==> src/rtl/train_data_arbiter_pkg.sv <==
// Shared constants and types for the training-data arbiter.
// Holds the bias constant and the arbitration mode encoding.
package gdo;

    // Bias element injected into data element 0 (1.0 in Q8.8).
    localparam logic [15:0] gdo_one = 16'h0100;

    typedef enum logic [1:0] {
        ARB_FIXED,
        ARB_RR,
        ARB_PRIO,
        ARB_RSVD
    } arb_mode_t;

endpackage

==> src/rtl/train_data_arbiter_rr_arbiter.sv <==
// Combinational grant selection for the training-data arbiter.
// Ports: req, mode, sel, ptr in; granted, grant out.
import gdo::*;

module rr_arbiter #(
    parameter int channels = 2,
    localparam int cw = $clog2(channels)
) (
    input  logic [channels-1:0] req,
    input  arb_mode_t           mode,
    input  logic [cw-1:0]       sel,
    input  logic [cw-1:0]       ptr,
    output logic                granted,
    output logic [cw-1:0]       grant
);

    always_comb begin
        int j;
        j       = 0;
        granted = 1'b0;
        grant   = '0;
        unique case (mode)
            ARB_FIXED: begin
                // An out-of-range sel matches no channel.
                for (int i = 0; i < channels; i++) begin
                    if (i == int'(sel) && req[i]) begin
                        granted = 1'b1;
                        grant   = cw'(i);
                    end
                end
            end
            ARB_PRIO: begin
                // Downward scan: the last hit is the lowest index.
                for (int i = channels - 1; i >= 0; i--) begin
                    if (req[i]) begin
                        granted = 1'b1;
                        grant   = cw'(i);
                    end
                end
            end
            ARB_RR: begin
                // Downward over offsets so the nearest one to ptr wins.
                for (int k = channels - 1; k >= 0; k--) begin
                    j = int'(ptr) + k;
                    if (j >= channels) j = j - channels;
                    if (req[j]) begin
                        granted = 1'b1;
                        grant   = cw'(j);
                    end
                end
            end
            ARB_RSVD: begin
                granted = 1'b0;
            end
        endcase
    end

endmodule

==> src/rtl/train_data_arbiter.sv <==
// Arbitrates sample sources into one registered output stage.
// Ports: clk, rst_n, mode, sel, in_* handshake, out_* handshake, xfer_count.
import gdo::*;

module train_data_arbiter #(
    parameter int data_size = 16,
    parameter int size      = 3,
    parameter int channels  = 2,
    parameter bit bias_en   = 1'b1,
    localparam int cw = $clog2(channels),
    localparam int vw = data_size * size
) (
    input  logic                   clk,
    input  logic                   rst_n,
    input  logic [1:0]             mode,
    input  logic [cw-1:0]          sel,
    input  logic [channels-1:0]    in_valid,
    output logic [channels-1:0]    in_ready,
    input  logic [channels*vw-1:0] in_data,
    input  logic [channels*vw-1:0] in_predict,
    output logic                   out_valid,
    input  logic                   out_ready,
    output logic [vw-1:0]          out_data,
    output logic [vw-1:0]          out_predict,
    output logic [cw-1:0]          out_channel,
    output logic [15:0]            xfer_count
);

    arb_mode_t     arb_mode;
    logic [cw-1:0] rr_ptr;
    logic [cw-1:0] grant;
    logic          granted;
    logic          load;
    logic          src_xfer;
    logic          out_xfer;
    logic [vw-1:0] cap_data;
    logic [vw-1:0] cap_pred;

    assign arb_mode = arb_mode_t'(mode);

    rr_arbiter #(
        .channels(channels)
    ) u_arb (
        .req     (in_valid),
        .mode    (arb_mode),
        .sel     (sel),
        .ptr     (rr_ptr),
        .granted (granted),
        .grant   (grant)
    );

    assign load     = !out_valid || out_ready;
    assign src_xfer = |(in_valid & in_ready);
    assign out_xfer = out_valid && out_ready;

    // rst_n gating keeps sources from seeing ready while held in reset.
    always_comb begin
        in_ready = '0;
        if (rst_n && load && granted) in_ready[grant] = 1'b1;
    end

    always_comb begin
        cap_data = in_data[int'(grant)*vw +: vw];
        cap_pred = in_predict[int'(grant)*vw +: vw];
        if (bias_en) cap_data[data_size-1:0] = data_size'(gdo_one);
    end

    always_ff @(posedge clk or negedge rst_n) begin
        if (!rst_n) begin
            out_valid   <= 1'b0;
            out_data    <= '0;
            out_predict <= '0;
            out_channel <= '0;
        end else begin
            out_valid <= src_xfer || (out_valid && !out_ready);
            if (src_xfer) begin
                out_data    <= cap_data;
                out_predict <= cap_pred;
                out_channel <= grant;
            end
        end
    end

    always_ff @(posedge clk or negedge rst_n) begin
        if (!rst_n) begin
            rr_ptr <= '0;
        end else if (src_xfer && arb_mode == ARB_RR) begin
            rr_ptr <= (int'(grant) == channels - 1) ? '0 : grant + 1'b1;
        end
    end

    always_ff @(posedge clk or negedge rst_n) begin
        if (!rst_n) begin
            xfer_count <= '0;
        end else if (out_xfer) begin
            xfer_count <= xfer_count + 16'd1;
        end
    end

endmodule
==> config.mk <==
export PLATFORM = sky130hd
export DESIGN_NAME = train_data_arbiter
export DESIGN_NICKNAME = d
export VERILOG_FILES = /design/src/rtl/train_data_arbiter_pkg.sv /design/src/rtl/train_data_arbiter_rr_arbiter.sv /design/src/rtl/train_data_arbiter.sv
export SDC_FILE = /design/constraint.sdc
export NUM_CORES = 1
export LEC_CHECK = 0
export CAP_MARGIN = 20
export CORE_MARGIN = 5
export CORE_UTILIZATION = 40
export DETAILED_ROUTE_END_ITERATION = 7
export PLACE_DENSITY = 0.87
export SYNTH_ARGS = -nofsm -noshare
export SYNTH_HDL_FRONTEND = slang
export SYNTH_SLANG_ARGS = --single-unit
==> constraint.sdc <==
create_clock -name clk -period 4.65 [get_ports clk]
set_clock_uncertainty 0.05 [all_clocks]
set_input_delay 0.93 -clock clk [delete_from_list [all_inputs] [get_ports clk]]
set_output_delay 0.93 -clock clk [all_outputs]
set_load 0.005 [all_outputs]
==> impl_metrics.toml <==
[outcome]
outcome = "finished clean"

[yosys]
synth-main-ff-cell = "dfrtp_1"
synth_common_cells = "mux2_2 (104), dfrtp_1 (100), mux2_1 (58)"
ys_warn_count = 0
synth.most_common_cell = "mux2_2"
synth_edf_count = 0
avgSynthCellArea_um2 = 14.0
postSynth.asyncResetShare_pct = 100
synth_top_area_cell = "dfrtp_1"
synth_top_area_share_pct = 50.4
seq_area_frac_synth_pct = 50.4
synth_area_um2 = 4960
ys_types = 28
synthCells = 354
ys_ff_latch = 100
synth_area_leaders = "dfrtp_1 (50%), mux2_2 (24%), mux2_1 (13%)"

[sta]
drv_slew = 0
finalHoldViolations = 0
fin_crit_sh_pct = 81.0
tns_ns = 0
fmax_mhz = 265
setup_ws_ns = 0.883
worst_pin_slew_ns = 1.05
period_needed_ns = 3.77
relSlewSlack_pct = 30.0
finalSetupViolations = 0
rsz0062_at_grt = "false"

[die]
start_util_pct = 41.0
top_level_ports = 316
core_area_um2 = 12100
rows = 40
design.die.area_um2 = 14700
die_w_um = 121
die_h_um = 121

[detailed_routing]
viasPerCell = 4.73
drc = 0
topRoutingLayerUsed = "met4"
ant_nets = 0
wl_met2_um = 7470
routedWlPerCell_um = 17.9
dr_total_vias = 3739
first_pass_iters = 4
wl_met1_um = 5070
routed_wl_um = 14100
wl_met3_um = 1190
drtIter0Drc = 118

[layout]
layout.nets = 821
multi_input_area_um2 = 2270
area_delta_synth_final_pct = 60.9
final_core_util_pct = 66.0
fillers = 941
drive_above_1_share_pct = 20.2
antenna_cells = 0
area.sequential_um2 = 2500

[worst_setup_path]
path_cells = "clkdlybuf4s50_1, or3_1, nand4_1, and2_1, clkdlybuf4s50_1"
slowest_stage = "clkdlybuf4s50_1"
cp_num_buf_inv = 2
path_delay_family = "buffers and inverters"
endpoint_kind = "output pin"
critical_path_class = "primary input to output pin"
crit_top_cell = "clkdlybuf4s50_1"
worst_ep_arrival_time_ns = 2.79
cp_max_fo = 7
worstSetupStartpointType = "primary input"
critPathRequiredTime_ns = 3.67
cp_slowest_stage_delay_ns = 0.53

[power_and_ir_drop]
pwr-share-comb_pct = 34.4
p_int_mw = 2.19
seqPwrFrac_pct = 41.2
power_density_nw_per_um2 = 366
swShare_pct = 25.3
clock_power_share_pct = 24.4
worst_ir_drop_vdd_uv = 256
switchingPower_mw = 0.739
p_total_mw = 2.92
p_leak_nw = 3.21

[placed_design]
place_congestion = 0.795
dpl.hpwl_um = 11300
port_buffers = 268
pre_cts_slack_ns = 0.875

[clocking]
clock-sinks = 100
clk_pin_slew_ns = 0.07
clock_path_buffers = 2
h-tree-depth = 3
cts_resized = 0
post-cts-setup-buffers = 0
hold_buffers = 0
insertion_delay_ns = 0.32
clock-root-buffer = "clkbuf_16"
cts_tree = "built"
cts_buffers = 9

[global_routing]
grt_max_degree = 82
overflow = 0
grt_pass1_wl_um = 21500
antenna_found_initial = 0
gr-usage-all-layers_pct = 18.4
grt_pass1_vias = 4160

[job]
cap_violations = 0

[hold_path]
hp-class = "flop to flop"
## final timing paths
| path | end | from | slack (ns) | cells after the start |
|---|---|---|---|---|
| max | in_ready[0] | mode[0] | 0.88 | 5 |
| min | xfer_count[15]$_DFFE_PN0P_ | xfer_count[15]$_DFFE_PN0P_ | 0.43 | 1 |
| max reg2reg | out_predict[13]$_DFFE_PN0P_ | out_valid$_DFF_PN0_ | 2.21 | 5 |
| min reg2reg | xfer_count[15]$_DFFE_PN0P_ | xfer_count[15]$_DFFE_PN0P_ | 0.43 | 1 |
| max in group asynchronous | out_data[44]$_DFFE_PN0P_ | rst_n | 2.81 | 3 |
| min in group asynchronous | out_data[33]$_DFFE_PN0P_ | rst_n | 0.65 | 2 |
## sequential cells by signal, summed over array words and instances, names as in the netlist
| register | count |
|---|---|
| out_predict | 48 |
| out_data | 33 |
| xfer_count | 16 |
| out_channel | 1 |
| out_valid | 1 |
| rr_ptr | 1 |
## metrics by stage
step                      hold slack (ns)  cell area [um^2]  std cells
after CTS                           0.436              7990        791
after global routing                0.452              7990        791
after floorplan                     0.409              5020        368
final                               0.432              7990        791
after detailed placement            0.415              7710        777
after global placement              0.402              7710        777
## layout make-up
class | count | area share [%]
Sequential cell | 100 | 31.3
Tap cell | 168 | 2.63
Clock inverter | 4 | 0.658
Multi-Input combinational cell | 234 | 28.4
Clock buffer | 10 | 2.87
Timing Repair Buffer | 273 | 34.0
Inverter | 2 | 0.0940
## power by group through the flow
stage               clock network (mW)  registers (mW)  logic (mW)
floorplan                            0            1.23       0.332
global placement                     0            1.20        1.00
detailed placement                   0            1.22        1.02
CTS                              0.732            1.21        1.03
global route                     0.768            1.23        1.07
finish                           0.714            1.20        1.01
## logic make-up (layout without fill, tap and decap cells)
group	count (synthesis)	in the layout	synth area share, %
AO/OA/AOI/OAI	4	4	0.882
XOR/XNOR	15	15	2.65
adder cells (fa/ha/maj)	1	1	0.252
buffers and inverters	34	289	4.94
flip-flops	100	100	50.4
multiplexers	163	163	37.0
other	1	15	0.0756
AND/OR/NAND/NOR	36	36	3.83
## per-layer routing
layer / GRT usage, % / up-vias
met5: 0 / -
met4: 6.16 / 0
met3: 5.55 / 26
met2: 33.7 / 152
met1: 20.0 / 1809
li1: - / 1752
## layout by cell type (no fill, tap or decap), types with 5 or more instances in the layout
cell	count
buf_4	6
conb_1	15
clkbuf_16	9
mux2_2	104
nand4_1	6
mux2_1	58
clkdlybuf4s50_1	267
xnor2_1	11
nor2_1	5
nand2_1	9
dfrtp_1	100
Note: power is estimated with default switching activity, not from simulation.
